### config.mk
export PLATFORM = sky130hd
export DESIGN_NAME = div_seq
export DESIGN_NICKNAME = d
export VERILOG_FILES = /design/src/rtl/div_seq.sv
export SDC_FILE = /design/constraint.sdc
export NUM_CORES = 1
export LEC_CHECK = 0
export CORE_MARGIN = 2
export CORE_UTILIZATION = 44
export DETAILED_ROUTE_END_ITERATION = 7
export GPL_ROUTABILITY_DRIVEN = 0
export HOLD_SLACK_MARGIN = 0.02
export PLACE_DENSITY_LB_ADDON = 0.2
export RECOVER_POWER = 50
export SYNTH_ARGS = -nofsm -noshare
export SYNTH_HDL_FRONTEND = slang
export SYNTH_SLANG_ARGS = --single-unit
### constraint.sdc
create_clock -name clk -period 6.55 [get_ports clk]
set_input_delay 0.655 -clock clk [delete_from_list [all_inputs] [get_ports clk]]
set_output_delay 0.655 -clock clk [all_outputs]
set_load 0.005 [all_outputs]
### src/rtl/div_seq.sv
// Sequential RV32M divide/remainder unit. It uses a restoring shift-subtract
// algorithm that produces one quotient bit per cycle, and it bypasses the loop
// for divide-by-zero and signed overflow.
//
// state | meaning
// IDLE  | waiting for start; captures op and operands
// RUN   | 32 shift-subtract iterations, busy=1
// DONE  | one-cycle done pulse, result valid
module div_seq (
    input  logic        clk,
    input  logic        reset,
    input  logic        start,
    input  logic [1:0]  op,
    input  logic [31:0] dividend,
    input  logic [31:0] divisor,
    input  logic        flush,
    output logic        busy,
    output logic        done,
    output logic [31:0] result
);

    typedef enum logic [1:0] {
        IDLE = 2'd0,
        RUN  = 2'd1,
        DONE = 2'd2
    } state_t;

    state_t      state, state_next;

    logic        rem_op_q;
    logic        neg_q_q;
    logic        neg_r_q;
    logic [31:0] rem_q;
    logic [31:0] quot_q;
    logic [31:0] dvsr_q;
    logic [5:0]  cnt_q;
    logic [31:0] result_q;

    logic        is_signed;
    logic        div_zero;
    logic        sgn_ovf;
    logic        special;
    logic [31:0] abs_dividend;
    logic [31:0] abs_divisor;

    assign is_signed    = ~op[0];
    assign div_zero     = (divisor == 32'd0);
    assign sgn_ovf      = is_signed && (dividend == 32'h8000_0000) && (divisor == 32'hFFFF_FFFF);
    assign special      = div_zero || sgn_ovf;
    assign abs_dividend = (is_signed && dividend[31]) ? -dividend : dividend;
    assign abs_divisor  = (is_signed && divisor[31])  ? -divisor  : divisor;

    // The 33-bit partial remainder is the shifted value. After a restore step it
    // always fits in 32 bits again, so only 32 bits are kept between iterations.
    logic [32:0] shifted;
    logic [32:0] diff;
    logic        fits;
    logic [31:0] rem_step;
    logic [31:0] quot_step;
    logic [31:0] final_q;
    logic [31:0] final_r;

    assign shifted   = {rem_q, quot_q[31]};
    assign diff      = shifted - {1'b0, dvsr_q};
    assign fits      = ~diff[32];
    assign rem_step  = fits ? diff[31:0] : shifted[31:0];
    assign quot_step = {quot_q[30:0], fits};
    assign final_q   = neg_q_q ? -quot_step : quot_step;
    assign final_r   = neg_r_q ? -rem_step  : rem_step;

    always_ff @(posedge clk) begin
        if (reset) begin
            state <= IDLE;
        end else begin
            state <= state_next;
        end
    end

    always_comb begin
        state_next = state;
        case (state)
            IDLE: if (start) state_next = special ? DONE : RUN;
            RUN:  if (cnt_q == 6'd0) state_next = DONE;
            DONE: state_next = IDLE;
            default: state_next = IDLE;
        endcase
        if (flush) state_next = IDLE;
    end

    always_ff @(posedge clk) begin
        if (reset) begin
            rem_op_q <= 1'b0;
            neg_q_q  <= 1'b0;
            neg_r_q  <= 1'b0;
            rem_q    <= 32'd0;
            quot_q   <= 32'd0;
            dvsr_q   <= 32'd0;
            cnt_q    <= 6'd0;
            result_q <= 32'd0;
        end else begin
            case (state)
                IDLE: begin
                    if (start && !flush) begin
                        rem_op_q <= op[1];
                        neg_q_q  <= is_signed && (dividend[31] ^ divisor[31]);
                        neg_r_q  <= is_signed && dividend[31];
                        rem_q    <= 32'd0;
                        quot_q   <= abs_dividend;
                        dvsr_q   <= abs_divisor;
                        cnt_q    <= 6'd31;
                        if (div_zero) begin
                            result_q <= op[1] ? dividend : 32'hFFFF_FFFF;
                        end else if (sgn_ovf) begin
                            result_q <= op[1] ? 32'd0 : 32'h8000_0000;
                        end
                    end
                end
                RUN: begin
                    rem_q  <= rem_step;
                    quot_q <= quot_step;
                    if (cnt_q != 6'd0) begin
                        cnt_q <= cnt_q - 6'd1;
                    end else if (!flush) begin
                        result_q <= rem_op_q ? final_r : final_q;
                    end
                end
                default: ;
            endcase
        end
    end

    assign busy   = (state == RUN);
    assign done   = (state == DONE);
    assign result = result_q;

endmodule

======== Word level (Yosys, flattened, before mapping) ========
Cells that the tools add are included.
storage, ports and cells
  bits in registers ....................... 139
  input bits .............................. 70
  output and inout bits ................... 34
  word-level logic and storage cells ...... 73
cells by class
  add/sub/neg operators ................... 6
  equality and inequality tests ........... 11
  multiplexer cells ....................... 25
  bitwise gates (word level) .............. 3
  reductions and logical operators ........ 19
operator list
  cell                                                                 number
  32-bit two-way mux                                                   15
  32-bit case mux with 2 select lines                                  3
  32-bit negator                                                       4
  32-bit == test (second input constant)                               2
  33-bit by 32-bit subtractor with 33-bit output                       1
  32-bit zero test                                                     1
  6-bit two-way mux                                                    2
  6-bit case mux with 2 select lines                                   1
  2-bit != test (second input constant)                                4
  1-bit logical AND                                                    6
  6-bit zero test                                                      1
  2-bit two-way mux                                                    3
  2-bit AND reduction                                                  3
  6-bit nonzero test                                                   1
  6-bit by 1-bit subtractor with 6-bit output (second input constant)  1
  5-bit AND reduction                                                  1
  2-bit by 1-bit != test with 1-bit output (second input constant)     2
  2-bit case mux with 2 select lines                                   1
  3-bit != test (second input constant)                                1
  3-bit AND reduction                                                  1
  2-bit by 1-bit == test with 1-bit output (second input constant)     1
  2-bit == test (second input constant)                                1
  2-bit zero test                                                      1
  1-bit NOT                                                            2
  5 further kinds                                                      5

======== Depth between registers and ports, before layout ========
Gate-level depths: netlist of the first run.
  depth after elaboration ................. 8
  gate-level depth with buffers ........... 25
  mapped depth without buffers ............ 21

======== Least setup slack after synthesis of the first run ========
Ideal clock, no wire load.
  kind .................................... register to register
  start point ............................. reg quot_q[31]
  end point ............................... reg result_q[28], in the netlist result[28]
  setup time .............................. 117 ps
  arrival time ............................ 4799 ps
  required time ........................... 6433 ps
  path slack .............................. 1634 ps
  stages on the path, launching flop included .. 23
  path buffers ............................ 4
  clock period less this slack ............ 4916 ps
  path through ............................ dfxtp_1 inv_1 ha_1 inv_1 fa_1 a211oi_1 o211ai_1 nand2_1 a2111oi_4 o21a_4 nor2_2 buf_2 buf_2 buf_2 mux2i_1 ha_1 inv_1 or4_4 buf_6 o41ai_1 xnor2_1 nand2_1 a22o_1
on the way
  cells in the longest elaborated chain, start to end .. 8
  elaborated cells on any way between the ends .. 11
  classes of those cells .................. 3 x add/sub; 7 x mux; 1 x bitwise
RTL lines
  item                                             RTL line  text
  start: declaration                               34        logic [31:0] quot_q;
  start signal: assignment                         108       quot_q <= abs_dividend;
  start signal: assignment                         120       quot_q <= quot_step;
  33-bit by 32-bit subtractor with 33-bit output   64        assign diff = shifted - {1'b0, dvsr_q};
  32-bit two-way mux or 1-bit NOT (tied branches)  66, 65
  32-bit negator (on tied branches)                69, 68
  32-bit two-way mux (on tied branches)            69, 68
  32-bit two-way mux (*)                           124       result_q <= rem_op_q ? final_r : final_q;
  32-bit two-way mux (*)                           123       end else if (!flush) begin
  32-bit two-way mux (*)                           121       if (cnt_q != 6'd0) begin
  32-bit case mux with 2 select lines (*)          101       case (state)
  end signal: assignment                           112       result_q <= op[1] ? dividend : 32'hFFFF_FFFF;
  end signal: assignment                           114       result_q <= op[1] ? 32'd0 : 32'h8000_0000;
  end signal: assignment                           124
  end: declaration                                 37        logic [31:0] result_q;
Mark *: on every way between the ends. The rest lies on a longest branch, timed or not. The select of a mux whose other input is x is not followed.
A chain may end at the register's enable or synchronous reset.

======== Worst setup path in the final report of the first run ========
  start point ............................. reg quot_q[31]
  end point ............................... reg result_q[31], in the netlist result[31]
The elaborated chain is that of the path after synthesis.

==> results.txt, run 1 <==
----------------------------------------------------
[Yosys]
  Dominant combinational cell family by area after synthesis ... compound AO/OA/AOI/OAI gates
  Post-synthesis compound-gate area fraction ... 0.290
  Number of synthesized flops with an enable pin ... 0
  Share of synthesized area spent on multiplexers ... 0.0356
  Area share of the leading cell type in the synthesized netlist ... 0.255
  Library cells used by synthesis ... 76
  Syn_nets ... 1,598
  Most instantiated flip-flop cell in the synthesis netlist ... sky130_fd_sc_hd__dfxtp_1
  Cell taking the most area after synthesis ... sky130_fd_sc_hd__dfxtp_1
  Post-Synthesis Cells ... 1,488
  Proportion of synthesized chip area in sequential cells ... 0.255
  Synth top area cells ... sky130_fd_sc_hd__dfxtp_1 25%, sky130_fd_sc_hd__nor2_1 6.2%, sky130_fd_sc_hd__a21oi_1 5.9%, sky130_fd_sc_hd__xnor2_1 5.8%, sky130_fd_sc_hd__xor2_1 5.0%
  Area share of and/or/nand/nor cells after synthesis ... 0.209
  Synth warn ... 0
  Avg Cell Area, Syn ... 7.35 µm²
  Synth Area in XOR/XNOR ... 0.108
  Adder-cell share of the synthesized area ... 0.0465
  Post-Syn Area ... 10,900 µm²
  Flop and latch count out of synthesis ... 139
  Async S/R FF share, synth ... 0

[Die]
  Height of the die ... 162 µm
  Area enclosed by the die boundary ... 26,100 µm²
  Placeable core region ... 24,400 µm²
  Die extent in x ... 162 µm
  Number of I/O pins ... 104
  Number of core rows ... 57
  Initial core utilization ... 0.448

[Min path]
  Hold Path Depth ... 2
  End point of the worst hold path ... dvsr_q[18]$_SDFFE_PP0P_
  Startpoint of the most critical hold path ... dvsr_q[18]$_SDFFE_PP0P_
  Hold/Removal Path Class ... reg2reg

[STA]
  Fraction of the cycle the final worst path needs ... 0.794
  Max-Slew Margin vs Limit ... -1.16
  Final Skew ... 0.0140 ns
  Transition at the pin with the smallest max-transition slack ... 3.23 ns
  Min cycle time layout ... 5.20 ns
  Unrepaired setup endpoints after global routing ... no
  Hold violation count in the final report ... 0
  Maximum frequency from static timing analysis ... 192 MHz
  Final count of pins violating max slew ... 88
  Setup Viol. Count Final ... 0
  Accumulated negative setup slack ... 0 ns

[Worst setup path]
  Critical Path RT ... 6.88 ns
  Destination of the worst register-to-register timing path ... result[31]$_SDFFE_PP0P_
  Class of the most critical setup path ... reg2reg
  Setup slack of the worst register-to-register path ... 1.35 ns
  Length in cells of the worst reg-to-reg path ... 19
  Worst EP arrival ... 5.53 ns
  Crit path launch type ... flop
  Setup crit end kind ... flop
  CP startpoint ... quot_q[31]$_SDFFE_PP0P_
  Origin of the critical flop-to-flop path ... quot_q[31]$_SDFFE_PP0P_
  Largest fanout of any net on the critical path ... 31

[Placed design]
  Cell area after placement ... 12,100 µm²
  IO Port Bufs ... 103
  Estimated wirelength of the detail-placed design ... 26,500 µm

[Power]
  Total power per unit cell area ... 216 nW/µm²
  Peak VDD IR ... 0.000133 V
  Total design power ... 2.76 mW
  Leakage Power ... 4.62 nW

[Run]
  Max-capacitance violation count ... 2

[Finish]
  Layout Area Growth over Synthesis ... 16.8%
  End-of-flow core utilization ... 0.523
  Inserted Diodes ... 0
  Number of nets at the end of the flow ... 1,642
  Final instance area ... 12,800 µm²
  Share of layout cells above drive strength 1 ... 0.0434

[Global route]
  Global-route wire length before repair ... 56,500 µm
  Via count of the first global-routing pass ... 10,600
  Overall Global Routing Usage ... 0.271
  Antenna violations before repair ... 1
  GRT Residual Overflow ... 0
  Maximum number of pins on one net before global-route repair ... 74

[CTS]
  Clock latency at the later pin of the worst-skew pair ... 0.44 ns
  Post-CTS sizing ... 0
  Clock-pin slew on the worst setup and hold paths ... 0.07 ns
  Sink count of the clock tree ... 139
  Total number of H-tree levels ... 4
  Quantity of hold-fixing buffers added after cts ... 0
  CTS tree ... done
  CTS Buf Count ... 17
  Cell at the root of the clock tree ... sky130_fd_sc_hd__clkbuf_16
  Buffers inserted during post-CTS setup optimization ... 0
  Clock Tree Buf Depth ... 2

[Run status]
  Result of the run ... finished with violations
  Violations in the final reports ... capacitance limit, slew limit

[Route]
  Number of iterations in the first detailed-routing pass ... 6
  Wirelength per Cell ... 19.2 µm
  Post-route DRC violation count ... 0
  Vias ... 11,400
  Antenna-violating nets left ... 0
  Post-DR vias/cell ... 6.08
  Violation count after the first detailed-routing iteration ... 1,100
  Aggregate routed wire length ... 35,800 µm

----------------------------------------------------
sequential cells by signal, summed over array words and instances (netlist names):
register	count
dvsr_q	32
quot_q	32
result	32
state	2
cnt_q	6
neg_r_q	1
rem_q	32
rem_op_q	1
neg_q_q	1
critical path: stages (launching register included):
cell                        delay, ns
sky130_fd_sc_hd__dfxtp_1         0.37
sky130_fd_sc_hd__inv_1           0.06
sky130_fd_sc_hd__ha_1            0.20
sky130_fd_sc_hd__inv_1           0.07
sky130_fd_sc_hd__fa_1            0.22
sky130_fd_sc_hd__a211oi_1        0.10
sky130_fd_sc_hd__o211ai_1        0.32
sky130_fd_sc_hd__nand2_1         0.21
sky130_fd_sc_hd__a2111oi_4       0.40
sky130_fd_sc_hd__nor3_2          0.16
sky130_fd_sc_hd__nor2_4          0.13
sky130_fd_sc_hd__inv_2           0.13
sky130_fd_sc_hd__buf_4           0.27
sky130_fd_sc_hd__nor4_1          0.72
sky130_fd_sc_hd__a31oi_1         0.17
sky130_fd_sc_hd__buf_4           0.22
sky130_fd_sc_hd__nor4_1          0.63
sky130_fd_sc_hd__a31oi_1         0.23
sky130_fd_sc_hd__and4_1          0.25
sky130_fd_sc_hd__a211o_1         0.22
report_power, final:
group	switching (mW)	leakage, nW	internal (mW)
Combinational	0.472	3.18	0.291
Clock	0.425	0.309	0.646
Sequential	0.0410	1.13	0.884
Total	0.938	4.62	1.82
Yosys cell counts (4+ instances only):
master / count
sky130_fd_sc_hd__dfxtp_1: 139
sky130_fd_sc_hd__ha_1: 39
sky130_fd_sc_hd__a22oi_1: 32
sky130_fd_sc_hd__a21oi_1: 128
sky130_fd_sc_hd__and2_1: 5
sky130_fd_sc_hd__o21ai_0: 92
sky130_fd_sc_hd__nand3_1: 25
sky130_fd_sc_hd__o211ai_1: 14
sky130_fd_sc_hd__nor3_1: 35
sky130_fd_sc_hd__a211o_1: 6
sky130_fd_sc_hd__nand4_1: 17
sky130_fd_sc_hd__nor2b_1: 11
sky130_fd_sc_hd__nand2b_1: 13
sky130_fd_sc_hd__or4_1: 10
sky130_fd_sc_hd__o31ai_1: 26
sky130_fd_sc_hd__clkbuf_1: 71
sky130_fd_sc_hd__xor2_1: 62
sky130_fd_sc_hd__buf_1: 8
sky130_fd_sc_hd__o22ai_1: 10
sky130_fd_sc_hd__o21a_1: 10
sky130_fd_sc_hd__a21boi_0: 4
sky130_fd_sc_hd__nor2_1: 182
sky130_fd_sc_hd__nor3b_1: 9
sky130_fd_sc_hd__a22o_1: 5
sky130_fd_sc_hd__a21o_1: 10
sky130_fd_sc_hd__o41ai_1: 15
sky130_fd_sc_hd__a31oi_1: 38
sky130_fd_sc_hd__nand2_1: 137
sky130_fd_sc_hd__or3_1: 12
sky130_fd_sc_hd__inv_1: 64
sky130_fd_sc_hd__a211oi_1: 38
sky130_fd_sc_hd__buf_2: 11
sky130_fd_sc_hd__a221oi_1: 11
sky130_fd_sc_hd__nor4_1: 16
sky130_fd_sc_hd__xnor2_1: 73
sky130_fd_sc_hd__mux2i_1: 34
sky130_fd_sc_hd__a311oi_1: 13
sky130_fd_sc_hd__and3_1: 7
cell usage in the layout, fill, tap and decap left out, types with 26 or more instances in the layout:
master and n:
sky130_fd_sc_hd__xor2_1 62, sky130_fd_sc_hd__dlygate4sd3_1 36, sky130_fd_sc_hd__inv_1 64, sky130_fd_sc_hd__a31oi_1 38, sky130_fd_sc_hd__clkdlybuf4s50_1 66, sky130_fd_sc_hd__o31ai_1 26
sky130_fd_sc_hd__nor2_1 181, sky130_fd_sc_hd__dfxtp_1 139, sky130_fd_sc_hd__a211oi_1 38, sky130_fd_sc_hd__mux2i_1 34, sky130_fd_sc_hd__a21oi_1 128, sky130_fd_sc_hd__ha_1 39
sky130_fd_sc_hd__xnor2_1 73, sky130_fd_sc_hd__a22oi_1 32, sky130_fd_sc_hd__o21ai_0 92, sky130_fd_sc_hd__nand2_1 137, sky130_fd_sc_hd__nor3_1 34
worst max path at each step:
| stage | to | slack [ns] | depth (start not counted) |
|---|---|---|---|
| 6_report | result[31]$_SDFFE_PP0P_ | 1.35 | 19 |
| 5_1_grt | quot_q[4]$_SDFFE_PP0P_ | 0.94 | 6 |
| 4_1_cts | result[26]$_SDFFE_PP0P_ | 1.40 | 19 |
| 3_5_place_dp | result[26]$_SDFFE_PP0P_ | 1.43 | 19 |
| 3_3_place_gp | result[26]$_SDFFE_PP0P_ | 1.56 | 17 |
| 2_1_floorplan | result[28]$_SDFFE_PP0P_ | 1.63 | 22 |
per-layer routing:
metal | up-vias | routed length, µm | track usage
met5 | - | 0 | 0
met1 | 5337 | 16400 | 0.373
met3 | 69 | 2670 | 0.0496
met4 | 0 | 921 | 0.0897
met2 | 428 | 15800 | 0.427
li1 | 5528 | - | -
stage by stage:
step	hold WS [ns]	std cells	setup slack, ns
final	0.450	1868	1.35
after global routing	0.485	1868	0.937
after CTS	0.453	1868	1.40
after detailed placement	0.446	1837	1.43
after global placement	0.440	1837	1.56
after floorplan	0.432	1488	1.63
kinds of logic after synthesis:
group                      Yosys count
AOI/OAI and AO/OA                  483
xor gates and xnor gates           135
adders and majority gates           40
buffers and inverters              159
DFF                                139
muxes                               38
and+or+nand+nor                    494
area by class of cell:
class                   instances  area (µm²)
clock inverters                14         208
multi-input cells            1190        7560
flip-flops and latches        139        2780
fillers                      2407       11600
repair buffers                116        1130
well taps                     324         405
clock buffers                  17         425
inverters                      68         255
(Power assumes the default switching activity.)
==> run 2: changes to the inputs <==
==> constraint.sdc (replaced) <==
create_clock -name clk -period 4.7 [get_ports clk]
set_input_delay 0.47 -clock clk [delete_from_list [all_inputs] [get_ports clk]]
set_output_delay 0.47 -clock clk [all_outputs]
set_load 0.005 [all_outputs]
==> results.txt, run 2 (synthesized netlist as in run 1, its figures left out) <==
----------------------------------------------------
[Worst setup path]
  Worst EP arrival ... 4.84 ns (-0.69 ns)
  Setup crit end kind ... flop
  Origin of the critical flop-to-flop path ... quot_q[31]$_SDFFE_PP0P_
  Largest fanout of any net on the critical path ... 39 (+26%)
  Critical Path RT ... 5.00 ns (-1.88 ns)
  Class of the most critical setup path ... reg2reg
  Crit path launch type ... flop
  Length in cells of the worst reg-to-reg path ... 18 (-1)
  CP startpoint ... quot_q[31]$_SDFFE_PP0P_

[Run]
  Max-capacitance violation count ... 2 (unchanged)

[Global route]
  Maximum number of pins on one net before global-route repair ... 74 (unchanged)
  GRT Residual Overflow ... 0 (unchanged)
  Via count of the first global-routing pass ... 10,600 (+0.56%)
  Global-route wire length before repair ... 56,800 µm (+0.50%)
  Antenna violations before repair ... 1 (unchanged)
  Overall Global Routing Usage ... 0.274 (+0.00312)

[CTS]
  CTS Buf Count ... 17 (unchanged)
  Clock Tree Buf Depth ... 2 (unchanged)
  Clock-pin slew on the worst setup and hold paths ... 0.07 ns (about the same)
  CTS tree ... done
  Cell at the root of the clock tree ... sky130_fd_sc_hd__clkbuf_16
  Total number of H-tree levels ... 4 (unchanged)
  Sink count of the clock tree ... 139 (unchanged)
  Clock latency at the later pin of the worst-skew pair ... 0.43 ns (about the same)

[Min path]
  Hold/Removal Path Class ... reg2reg
  Hold Path Depth ... 2 (unchanged)
  Startpoint of the most critical hold path ... dvsr_q[18]$_SDFFE_PP0P_

[STA]
  Setup Viol. Count Final ... 0 (unchanged)
  Final Skew ... 0.0151 ns (+0.00116 ns)
  Hold violation count in the final report ... 0 (unchanged)
  Transition at the pin with the smallest max-transition slack ... 1.92 ns (-1.31 ns)
  Accumulated negative setup slack ... 0 ns (unchanged)
  Maximum frequency from static timing analysis ... 220 MHz (+15%)
  Min cycle time layout ... 4.54 ns (-0.664 ns)
  Final count of pins violating max slew ... 57 (-35%)
  Max-Slew Margin vs Limit ... -0.280 (+0.875)
  Final worst slack ... 0.164 ns (-1.19 ns)
  Fraction of the cycle the final worst path needs ... 0.965 (+0.171)

[Finish]
  Footprint of the multi-input gates ... 7630 µm² (+0.89%)
  Fill count ... 2,376 (-1.3%)
  Commonest cells after routing, fill and taps aside ... 181 x sky130_fd_sc_hd__nor2_1, 138 x sky130_fd_sc_hd__dfxtp_1, 136 x sky130_fd_sc_hd__nand2_1
  Number of nets at the end of the flow ... 1,676 (+2.1%)
  Layout Area Growth over Synthesis ... 20.3%
  Cell Count, Final, Fillers Out ... 1,903 (+1.9%)
  Area taken by flip-flops and latches ... 2780 µm² (about the same)
  Final instance area ... 13,200 µm² (+3.0%)
  Most common library cell in the layout ignoring fill and taps ... sky130_fd_sc_hd__nor2_1
  Share of layout cells above drive strength 1 ... 0.0691 (+0.0257)

[Route]
  Violation count after the first detailed-routing iteration ... 1,144 (+4.0%)
  Antenna-violating nets left ... 0 (unchanged)
  Post-DR vias/cell ... 6.09 (about the same)
  Number of iterations in the first detailed-routing pass ... 8 (+2)
  Wirelength per Cell ... 19.2 µm (about the same)
  Aggregate routed wire length ... 36,500 µm (+1.9%)
  Post-route DRC violation count ... 0 (unchanged)
  Vias ... 11,600 (+1.9%)

[Power]
  Total design power ... 4.05 mW (+47%)
  Switching power ... 1.34 mW (+43%)
  Power share of the clock group ... 0.396 (+0.008)
  Leakage Power ... 4.83 nW (+4.5%)
  Pint ... 2.70 mW (+49%)
  Combinational share of power ... 0.286 (+0.009)
  Peak VDD IR ... 0.000241 V (+81%)
  Total power per unit cell area ... 308 nW/µm² (+42%)
  Register share of total power ... 0.318 (-0.017)
  Proportion of total power due to net switching ... 0.332 (-0.00824)

[Die]
  Placeable core region ... 24,400 µm² (unchanged)
  Number of core rows ... 57 (unchanged)
  Die extent in x ... 162 µm (unchanged)
  Number of I/O pins ... 104 (unchanged)
  Height of the die ... 162 µm (unchanged)
  Initial core utilization ... 0.448 (unchanged)
  Area enclosed by the die boundary ... 26,100 µm² (unchanged)

[Placed design]
  Count of placed standard cells including taps ... 1,866 (+1.6%)
  IO Port Bufs ... 103 (unchanged)
  Estimated wirelength of the detail-placed design ... 27,200 µm (+2.8%)
  Cell area after placement ... 12,400 µm² (+2.1%)
  Pre-CTS setup slack ... 0.0370 ns (-1.39 ns)

[Run status]
  Result of the run ... finished with violations
  Violations in the final reports ... capacitance limit, slew limit

----------------------------------------------------
==> run 2: stage by stage <==
step	utilization	hold WS, ns
3_5_place_dp	0.509	0.450
2_1_floorplan	-	0.432
5_1_grt	0.539	0.468
6_report	0.539	0.454
3_3_place_gp	0.509	0.444
4_1_cts	0.536	0.457
==> run 2: final timing paths <==
| kind | to | slack, ns |
|---|---|---|
| hold / removal | dvsr_q[18]$_SDFFE_PP0P_ | 0.45 |
| setup reg to reg | result[26]$_SDFFE_PP0P_ | 0.16 |
| hold reg to reg | dvsr_q[18]$_SDFFE_PP0P_ | 0.45 |
| setup / recovery | result[26]$_SDFFE_PP0P_ | 0.16 |
==> run 2: layout make-up <==
cell class / count / area share
clock inverters: 14 / 0.0193
clock buffers: 17 / 0.0323
diodes: 1 / 0.000190
well taps: 324 / 0.0308
multi-input cells: 1191 / 0.580
flip-flops and latches: 139 / 0.212
repair buffers: 149 / 0.106
inverters: 68 / 0.0194
==> run 2: what timing repair did <==
action / 4_1_cts / 5_1_grt
gates resized for setup: 0 / 13
hold buffers: 0 / 0
endpoints found under the hold margin: 0 / 0
endpoints found under the setup margin: 0 / 18
setup buffers: 0 / 4
==> run 2: per-layer routing <==
layer / part of all wire / wire length (µm) / track usage / up-vias
li1: - / - / - / 5585
met3: 0.072 / 2620 / 0.0395 / 68
met1: 0.45 / 16400 / 0.379 / 5434
met2: 0.45 / 16300 / 0.434 / 494
met5: 0 / 0 / 0 / -
met4: 0.030 / 1110 / 0.0986 / 0
==> run 2: power groups by stage <==
stage | combinational, mW | clock, mW | sequential [mW]
after CTS | 1.11 | 1.61 | 1.28
after global placement | 1.09 | 0 | 1.31
after detailed placement | 1.10 | 0 | 1.31
after floorplan | 0.750 | 0 | 1.29
after global routing | 1.26 | 1.66 | 1.29
final | 1.16 | 1.60 | 1.29
==> run 2: worst max-delay path, stage by stage (launching register included) <==
cell and delay, ns:
sky130_fd_sc_hd__dfxtp_2 0.35, sky130_fd_sc_hd__inv_1 0.04, sky130_fd_sc_hd__ha_1 0.20, sky130_fd_sc_hd__inv_1 0.07, sky130_fd_sc_hd__fa_2 0.23, sky130_fd_sc_hd__a211oi_2 0.08, sky130_fd_sc_hd__o211ai_1 0.37, sky130_fd_sc_hd__nand2_2 0.15
sky130_fd_sc_hd__a2111oi_4 0.37, sky130_fd_sc_hd__nor3_2 0.10, sky130_fd_sc_hd__nor2_4 0.19, sky130_fd_sc_hd__inv_2 0.09, sky130_fd_sc_hd__buf_12 0.18, sky130_fd_sc_hd__o31a_1 0.34, sky130_fd_sc_hd__or4_4 0.62, sky130_fd_sc_hd__a2111oi_4 0.37
sky130_fd_sc_hd__mux2i_1 0.12, sky130_fd_sc_hd__a222oi_1 0.39, sky130_fd_sc_hd__a211oi_1 0.12
